### src/rtl/ahb_master_bridge.sv
// Command-to-AHB-Lite master bridge with overlapped address/data phases.
// Define AHB_MASTER_BRIDGE_BURST_EN to enable 4-beat INCR4 commands (default: single beats only).
module ahb_master_bridge #(
  parameter int ADDR_WIDTH = 8,
  parameter int DATA_WIDTH = 32
) (
  input  logic                  HCLK,
  input  logic                  HRESETn,
  input  logic                  cmd_valid,
  output logic                  cmd_ready,
  input  logic                  cmd_write,
  input  logic [ADDR_WIDTH-1:0] cmd_addr,
  input  logic                  cmd_burst,
  input  logic                  wd_valid,
  output logic                  wd_ready,
  input  logic [DATA_WIDTH-1:0] wd_data,
  output logic                  rd_valid,
  output logic [DATA_WIDTH-1:0] rd_data,
  output logic                  done,
  output logic                  done_err,
  output logic [ADDR_WIDTH-1:0] HADDR,
  output logic [1:0]            HTRANS,
  output logic                  HWRITE,
  output logic [2:0]            HSIZE,
  output logic [2:0]            HBURST,
  output logic [DATA_WIDTH-1:0] HWDATA,
  input  logic                  HREADY,
  input  logic [DATA_WIDTH-1:0] HRDATA,
  input  logic [1:0]            HRESP
);

  typedef enum logic [1:0] {S_IDLE, S_ADDR, S_DATA, S_DONE} state_t;
  typedef enum logic [1:0] {
    TR_IDLE   = 2'b00,
    TR_BUSY   = 2'b01,
    TR_NONSEQ = 2'b10,
    TR_SEQ    = 2'b11
  } htrans_t;

  state_t                r_state;
  htrans_t               r_trans_q;
  logic                  r_stall;
  logic [ADDR_WIDTH-1:0] r_addr;
  logic                  r_hwrite;
  logic [2:0]            r_hburst;
  logic                  r_cmd_write;
  logic                  r_burst;
  logic [1:0]            r_beat;
  logic                  r_dp_valid;
  logic                  r_err;
  logic [DATA_WIDTH-1:0] r_hwdata;
  logic                  r_rd_valid;
  logic [DATA_WIDTH-1:0] r_rd_data;
  logic                  r_done;
  logic                  r_done_err;

  htrans_t               w_trans_new;
  htrans_t               w_trans;
  logic                  w_burst_req;
  logic [ADDR_WIDTH-1:0] w_base;
  logic                  w_acomp;
  logic                  w_dcomp;
  logic                  w_derr;
  logic                  w_last;

`ifdef AHB_MASTER_BRIDGE_BURST_EN
  assign w_burst_req = cmd_burst;
`else
  assign w_burst_req = cmd_burst & 1'b0;
`endif

  assign w_base = cmd_addr & {{(ADDR_WIDTH-2){1'b1}}, 2'b00};
  assign w_last = (r_beat == (r_burst ? 2'd3 : 2'd0));

  always_comb begin
    w_trans_new = TR_IDLE;
    if (r_state == S_ADDR) begin
      if (!r_cmd_write || wd_valid)
        w_trans_new = (r_beat == 2'd0) ? TR_NONSEQ : TR_SEQ;
      else
        w_trans_new = (r_beat == 2'd0) ? TR_IDLE : TR_BUSY;
    end
  end

  // A transfer type shown in a waited cycle is replayed until HREADY returns,
  // so a late drop of wd_valid cannot retract a presented beat.
  assign w_trans = r_stall ? r_trans_q : w_trans_new;
  assign w_acomp = HREADY && w_trans[1] && (r_state == S_ADDR);
  assign w_dcomp = HREADY && r_dp_valid;
  assign w_derr  = w_dcomp && (HRESP != 2'b00);

  assign cmd_ready = (r_state == S_IDLE);
  assign wd_ready  = w_acomp && r_cmd_write;
  assign HTRANS    = w_trans;
  assign HADDR     = r_addr;
  assign HWRITE    = r_hwrite;
  assign HBURST    = r_hburst;
  assign HSIZE     = 3'b010;
  assign HWDATA    = r_hwdata;
  assign rd_valid  = r_rd_valid;
  assign rd_data   = r_rd_data;
  assign done      = r_done;
  assign done_err  = r_done_err;

  always_ff @(posedge HCLK or negedge HRESETn) begin
    if (!HRESETn) begin
      r_state     <= S_IDLE;
      r_trans_q   <= TR_IDLE;
      r_stall     <= 1'b0;
      r_addr      <= '0;
      r_hwrite    <= 1'b0;
      r_hburst    <= 3'b000;
      r_cmd_write <= 1'b0;
      r_burst     <= 1'b0;
      r_beat      <= 2'd0;
      r_dp_valid  <= 1'b0;
      r_err       <= 1'b0;
      r_hwdata    <= '0;
      r_rd_valid  <= 1'b0;
      r_rd_data   <= '0;
      r_done      <= 1'b0;
      r_done_err  <= 1'b0;
    end else begin
      r_rd_valid <= 1'b0;
      r_done     <= 1'b0;
      r_stall    <= !HREADY;
      r_trans_q  <= w_trans;

      if (w_dcomp) begin
        r_dp_valid <= 1'b0;
        if (w_derr) begin
          r_err <= 1'b1;
        end else if (!r_cmd_write && !r_err) begin
          r_rd_valid <= 1'b1;
          r_rd_data  <= HRDATA;
        end
      end
      if (w_acomp) begin
        r_dp_valid <= 1'b1;
        if (r_cmd_write)
          r_hwdata <= wd_data;
      end

      case (r_state)
        S_IDLE: begin
          if (cmd_valid) begin
            r_state     <= S_ADDR;
            r_addr      <= w_base;
            r_hwrite    <= cmd_write;
            r_cmd_write <= cmd_write;
            r_burst     <= w_burst_req;
            r_hburst    <= w_burst_req ? 3'b011 : 3'b000;
            r_beat      <= 2'd0;
            r_err       <= 1'b0;
          end
        end
        S_ADDR: begin
          if (w_acomp) begin
            r_beat <= r_beat + 2'd1;
            if (!w_last)
              r_addr <= r_addr + ADDR_WIDTH'(4);
          end
          // Leaving address issue: either the last beat went out (drain its
          // data phase) or an error stopped issue with nothing left in flight.
          if ((w_acomp && w_last) || w_derr) begin
            r_hwrite <= 1'b0;
            r_hburst <= 3'b000;
            if (w_acomp) begin
              r_state <= S_DATA;
            end else begin
              r_state    <= S_DONE;
              r_done     <= 1'b1;
              r_done_err <= 1'b1;
            end
          end
        end
        S_DATA: begin
          if (w_dcomp) begin
            r_state    <= S_DONE;
            r_done     <= 1'b1;
            r_done_err <= r_err || w_derr;
          end
        end
        S_DONE: begin
          r_state    <= S_IDLE;
          r_done_err <= 1'b0;
        end
        default: r_state <= S_IDLE;
      endcase
    end
  end

endmodule

### config.mk
export PLATFORM = sky130hd
export DESIGN_NAME = ahb_master_bridge
export DESIGN_NICKNAME = d
export VERILOG_FILES = /design/src/rtl/ahb_master_bridge.sv
export SDC_FILE = /design/constraint.sdc
export NUM_CORES = 1
export LEC_CHECK = 0
export ABC_AREA = 0
export CAP_MARGIN = 10
export CORE_UTILIZATION = 39
export CTS_CLUSTER_SIZE = 16
export DETAILED_ROUTE_END_ITERATION = 6
export DONT_BUFFER_PORTS = 1
export SLEW_MARGIN = 20
export SYNTH_ARGS = -nofsm -noshare
export SYNTH_HDL_FRONTEND = slang
export SYNTH_SLANG_ARGS = --single-unit
export TNS_END_PERCENT = 5
### constraint.sdc
create_clock -name HCLK -period 2.5 [get_ports HCLK]
set_input_delay 0.375 -clock HCLK [delete_from_list [all_inputs] [get_ports HCLK]]
set_output_delay 0.375 -clock HCLK [all_outputs]
set_load 0.01 [all_outputs]
==> summary.md, run 1 <==
| Metric | Value |
|---|---|
| Total GRT Usage | `14.9%` |
| Fin crit share | `93.7%` |
| Cell Area, Synth | `3650 um2` |
| Syn. warnings | `0` |
| Design Area, Final | `3990 um2` |
| Synth area leader | `dfrtp_1` |
| Status | `complete, no violations` |
| Max-slew headroom | `62.4%` |
| Slew Limit Fails | `0` |
| Critical Path RT | `2.12 ns` |
| RSZ-0062 raised after global routing | `no` |
| Core box area | `8890 um2` |
| Width of the die | `98.7 um` |
| CTS tree | `yes` |
| Critical Path Fanout Max | `12` |
| Crit Path Category | `register to output port` |
| Leak | `1.88 nW` |
| First-pass GRT wire length | `11.1 mm` |
| Area delta synth->final | `9.50%` |
| Root Driver | `clkbuf_8` |
| Clock slew at reported path FFs | `0.09 ns` |
| Hpwl dp | `4.88 mm` |
| Setup ws final | `0.158 ns` |
| PD cells | `1260 nW/um2` |
| Crit end category | `output port` |
| I/O Buffers | `0` |
| Max Freq | `0.427 GHz` |
| Drt drc | `0` |
| Wire per inst | `17.8 um` |
| CTS max path bufs | `2` |
| Routed vias | `2152` |
| Post-synth cell types | `41` |
| Antenna Cells | `0` |
| Startpoint Class | `register` |
| First DRT Iteration DRCs | `78` |
| Clock skew | `0.0125 ns` |
| Die Ht | `98.7 um` |
| I/O pins | `167` |
| Die Area | `9740 um2` |
| Tot Pwr | `0.00502 W` |
| Worst min-delay path class | `input port to register` |
| Placed cell area | `3730 um2` |
| Clock latency on the worst-skew pair | `0.35 ns` |
| Primary FF master, synth | `dfrtp_1` |
| DRT Wirelength | `7.01 mm` |
| #FFs+latches synth | `84` |
| Initial antenna violation count | `0` |
| Final setup violation count | `0` |
| VDD IR-drop max | `522 uV` |
| CP arrival | `1.97 ns` |
| CTS-repair resized insts | `0` |
| Cell Rows | `34` |
| Seq/Total Area, Yosys | `57.6%` |
| Via/cell ratio | `5.48` |
| Detailed Routing Iterations Pass 1 | `4` |
| Largest net degree at the start of global routing | `85` |
| Setup_tns | `0 ns` |
| WHS | `0.0903 ns` |
| H-tree Lvls | `3` |
| Area fraction of the dominant cell type after synthesis | `57.6%` |
| Worst Tran Pin Value | `0.558 ns` |
| Final net count | `367` |
| Setup Slack @ Placement | `0.514 ns` |
| Most frequent cell after synthesis | `dfrtp_1` |
| Share of cells above drive strength 1 | `34.0%` |
| Final hold vios | `0` |
| Congestion Overflow GR | `0` |
| Largest cells by area after synthesis | `dfrtp_1 (58%), mux2_2 (21%), buf_4 (2.3%), ha_1 (2.1%), nand3_1 (1.4%)` |
| Initial Utilization | `41.0%` |
| Post-synth ARST share | `100%` |
| Mean Syn Cell Area | `13.2 um2` |
| Commonest cells in the synthesized netlist | `dfrtp_1 (84), mux2_2 (67), inv_1 (12), nand2_1 (12), buf_4 (11)` |
| Number of global-route vias before repair | `2163` |
| Antenna-violating nets left | `0` |
| TritonCTS buffer count | `9` |
| # clock sinks | `84` |
| Minimum clock period | `2.34 ns` |
| Post-synth EDFFs | `0` |
| Max-capacitance violation count | `0` |
| Gpl congestion | `0.800` |
| Syn Inst Count | `276` |
area by class of cell:
cell class                 count  area [um2]
timing repair buffer           6        80.1
tap                          108         135
sequential                    84        2100
fill                         818        4900
multi-input combinational    167        1400
clock buffer                   9         124
clock inverter                 7         105
inverter                      12        45.0
what timing repair did:
action,in CTS,in global routing
setup endpoints to repair,0,0
hold buffers,2,0
endpoints found under the hold margin,84,0
buffers inserted,0,0
power by group:
part | internal (W) | total [W] | switching, W | leakage [nW]
combinational | 0.000715 | 0.00130 | 0.000586 | 0.686
sequential | 0.00194 | 0.00262 | 0.000683 | 1.08
clock | 0.000580 | 0.00110 | 0.000522 | 0.113
state kept, by name, summed over array words and instances, names as in the netlist, 2 cells and up:
register,count
HADDR,6
HWDATA,32
r_beat,2
r_state,2
r_trans_q,2
rd_data,32
cells by family (layout without fill, tap and decap cells):
logic type	count (synthesis)	count (layout)	share of synthesized area (%)
flip-flops	84	84	57.6
AO/OA/AOI/OAI	38	38	7.44
other	2	8	0.206
multiplexers	70	70	21.6
buffers and inverters	31	34	4.53
adder cells (fa/ha/maj)	6	6	2.06
AND/OR/NAND/NOR	45	45	6.48
metal layers:
metal | routed length (um) | up-vias | global-route usage (%)
met5 | 0 | - | 0
met4 | 63 | 0 | 4.48
met3 | 965 | 5 | 8.44
met2 | 3020 | 134 | 21.3
met1 | 2960 | 1046 | 19.2
li1 | - | 967 | -
critical path, cell delays in order (launching register included):
cell     delay (ns)
dfrtp_1        0.42
inv_1          0.09
ha_1           0.38
buf_4          0.25
nor2b_1        0.24
mux2_2         0.25
stage by stage:
| stage | cells | utilization (%) |
|---|---|---|
| 6_report | 393 | 44.9 |
| 5_1_grt | 393 | 44.9 |
| 4_1_cts | 393 | 44.9 |
| 3_5_place_dp | 375 | 41.9 |
| 3_3_place_gp | 375 | 41.9 |
| 2_1_floorplan | 282 | - |
worst paths after layout:
kind                                   startpoint                      end  slack, ns  cells past startpoint
min in group asynchronous                 HRESETn    r_beat[1]$_DFFE_PN0P_       0.60                      2
hold reg to reg                   r_err$_DFF_PN0_          r_err$_DFF_PN0_       0.53                      1
setup / recovery           r_state[1]$_DFFE_PN0P_                HTRANS[0]       0.16                      5
max in group asynchronous                 HRESETn  rd_data[27]$_DFFE_PN0P_       1.53                      2
hold / removal                             HREADY        r_stall$_DFF_PN0_       0.09                      1
setup reg to reg           r_state[0]$_DFFE_PN0P_   r_state[1]$_DFFE_PN0P_       0.48                      6
cells in the final DEF (no fill, tap or decap), drive strengths merged, types with 4 or more instances in the layout:
cell type  count
clkbuf         9
o21ai          9
inv           16
dfrtp         84
ha             6
a31oi          4
conb           8
mux2          68
nand3         11
buf            5
nand2         12
nor2           5
nor3           6
Note: power is estimated with default switching activity, not from simulation.
==> run 2: changes to the inputs <==
Settings changed: PLACE_DENSITY from default to 0.62.
==> run 2 against run 1 <==
Clock power is 8% lower. Critical path type unchanged. Highest routed layer unchanged. Sequential cell count stayed put. Cell area fell by 0.44%. Sequential power about the same. Utilization fell by 0.20 points. Worst setup slack better by 0.079 ns. Largest power group unchanged. Combinational power about the same. Die area unchanged.
==> summary.md, run 2 (same netlist as run 1, synthesis figures left out) <==
| Metric | Value |
|---|---|
| Hold Path Stages | `1 (unchanged)` |
| Final net count | `368 (was 367)` |
| TritonCTS buffer count | `9 (unchanged)` |
| Final hold vios | `0 (unchanged)` |
| RR Startpoint | `r_state[0]$_DFFE_PN0P_ (unchanged)` |
| # clock sinks | `84 (unchanged)` |
| CTS max path bufs | `2 (unchanged)` |
| Clock skew | `0.0147 ns (was 0.0125 ns)` |
| Wire per inst | `18.2 um (was 17.8 um)` |
| Core box area | `8890 um2 (unchanged)` |
| Hold endpoint | `r_stall$_DFF_PN0_ (unchanged)` |
| Drt drc | `0 (unchanged)` |
| Worst min-delay path class | `input port to register (unchanged)` |
| CTS Hold Buffers Added | `2 (unchanged)` |
| Initial Utilization | `41.0% (unchanged)` |
| Worst R2R Setup Slack | `0.51 ns (was 0.48 ns)` |
| Share of cells above drive strength 1 | `34.3% (was 34.0%)` |
| Total GRT Usage | `15.5% (was 14.9%)` |
| Startpoint Class | `register (unchanged)` |
| Minimum clock period | `2.26 ns (was 2.34 ns)` |
| Crit end category | `output port (unchanged)` |
| PD cells | `1240 nW/um2 (was 1260 nW/um2)` |
| Most frequent cells in the layout | `dfrtp_1 (84), mux2_2 (67), inv_1 (12), nand2_1 (12), nand3_1 (10) (unchanged)` |
| R2R depth | `6 (unchanged)` |
| Detailed Routing Iterations Pass 1 | `4 (unchanged)` |
| Setup_tns | `0 ns (unchanged)` |
| Cell Rows | `34 (unchanged)` |
| Critical Path RT | `2.12 ns (about the same)` |
| Placed cell area | `3730 um2 (about the same)` |
| Critical Path Fanout Max | `33 (was 12)` |
| First-pass GRT wire length | `11.6 mm (was 11.1 mm)` |
| Commonest non-fill, non-tap cell in the layout | `dfrtp_1 (unchanged)` |
| Post-CTS Setup Repair Bufs | `0 (unchanged)` |
| Final setup violation count | `0 (unchanged)` |
| Largest net degree at the start of global routing | `85 (unchanged)` |
| Max Freq | `0.442 GHz (was 0.427 GHz)` |
| Gpl congestion | `0.772 (was 0.800)` |
| Clock latency on the worst-skew pair | `0.36 ns (was 0.35 ns)` |
| Die Area | `9740 um2 (unchanged)` |
| CTS tree | `yes (unchanged)` |
| Fillers | `797 (was 818)` |
| Slew Limit Fails | `0 (unchanged)` |
| RSZ-0062 raised after global routing | `no (unchanged)` |
| Number of global-route vias before repair | `2256 (was 2163)` |
| Antenna Cells | `0 (unchanged)` |
| Root Driver | `clkbuf_8 (unchanged)` |
| Antenna-violating nets left | `0 (unchanged)` |
| Max-slew headroom | `62.8% (was 62.4%)` |
| Area delta synth->final | `9.02% (was 9.50%)` |
| Slowest CP cell | `dfrtp_1 (unchanged)` |
| Fin crit share | `90.6% (was 93.7%)` |
| I/O Buffers | `0 (unchanged)` |
| First DRT Iteration DRCs | `64 (was 78)` |
| Status | `complete, no violations (unchanged)` |
| Reg-to-reg critical path endpoint | `r_state[1]$_DFFE_PN0P_ (unchanged)` |
| Crit Path Category | `register to output port (unchanged)` |
| VDD IR-drop max | `478 uV (was 522 uV)` |
| Worst Tran Pin Value | `0.552 ns (was 0.558 ns)` |
| I/O pins | `167 (unchanged)` |
| Width of the die | `98.7 um (unchanged)` |
| Design Area, Final | `3980 um2 (was 3990 um2)` |
| Clock slew at reported path FFs | `0.10 ns (was 0.09 ns)` |
| Initial antenna violation count | `0 (unchanged)` |
| DRT Wirelength | `7.17 mm (was 7.01 mm)` |
| Routed vias | `2218 (was 2152)` |
| Via/cell ratio | `5.63 (was 5.48)` |
| Max-capacitance violation count | `0 (unchanged)` |
| CTS-repair resized insts | `0 (unchanged)` |
| CP arrival | `1.89 ns (was 1.97 ns)` |
| Hpwl dp | `4.96 mm (was 4.88 mm)` |
| Max incr delay on CP | `0.45 ns (was 0.42 ns)` |
| Hold path start | `HREADY (unchanged)` |
| Leak | `1.87 nW (was 1.88 nW)` |
| H-tree Lvls | `3 (unchanged)` |
| Sequence of cells on the critical path | `or3b_4 > and3_4 > nand3_2 > buf_12 > inv_1 (was inv_1 > ha_1 > buf_4 > nor2b_1 > mux2_2)` |
| Die Ht | `98.7 um (unchanged)` |
| Congestion Overflow GR | `0 (unchanged)` |
run 2: cell types whose count changed in the layout (fill, tap and decap cells not counted):
| cell | change |
|---|---|
| buf_4 | +1 |
| bufinv_16 | -1 |
| clkinvlp_4 | +1 |
| inv_6 | +1 |
| inv_8 | -1 |
run 2: per-layer routing:
layer  track usage, %  vias up  share of wire, %
li1                 -      975                 -
met1             19.1     1094                41
met2             22.9      138                44
met3             8.01       11                12
met4             6.54        0               1.8
met5                0        -                 0
run 2: through the flow:
| step | power (W) | hold WS [ns] | cells | setup WS, ns | utilization, % |
|---|---|---|---|---|---|
| global placement | 0.00389 | 0.0816 | 376 | 0.544 | 42.0 |
| CTS | 0.00500 | 0.0715 | 394 | 0.213 | 44.7 |
| detailed placement | 0.00393 | 0.0812 | 376 | 0.553 | 42.0 |
| floorplan | 0.00360 | 0.0794 | 282 | 0.502 | - |
| finish | 0.00494 | 0.0881 | 394 | 0.236 | 44.7 |
| global route | 0.00529 | 0.0752 | 394 | 0.130 | 44.7 |
run 2: layout make-up:
class                      instances  area (um2)  share of cell area [%]
timing repair buffer               7        87.6                    2.20
tap                              108         135                    3.40
multi-input combinational        167        1400                    35.3
clock buffer                       9         124                    3.12
clock inverter                     7        80.1                    2.01
inverter                          12        45.0                    1.13
sequential                        84        2100                    52.9
run 2: worst max path at each step:
stage | startpoint | endpoint | slack, ns | cells after the start
after floorplan | r_state[1]$_DFFE_PN0P_ | HTRANS[1] | 0.50 | 6
after global placement | r_state[0]$_DFFE_PN0P_ | r_state[1]$_DFFE_PN0P_ | 0.54 | 6
after detailed placement | r_state[0]$_DFFE_PN0P_ | r_state[1]$_DFFE_PN0P_ | 0.55 | 6
after CTS | r_cmd_write$_DFFE_PN0P_ | wd_ready | 0.21 | 5
after global routing | r_cmd_write$_DFFE_PN0P_ | wd_ready | 0.13 | 5
final | r_cmd_write$_DFFE_PN0P_ | wd_ready | 0.24 | 5
run 2: worst max-delay path, delay by kind of cell, from the launching register on:
family,cells,cell delay [ns]
AND/OR/NAND/NOR,3,0.77
buffers and inverters,2,0.29
flip-flops,1,0.45
run 2: power breakdown:
part           leakage, nW  internal (W)  switching (W)
Sequential            1.08       0.00194       0.000682
Clock               0.0973      0.000476       0.000535
Combinational        0.692      0.000722       0.000593
Total                 1.87       0.00313        0.00181
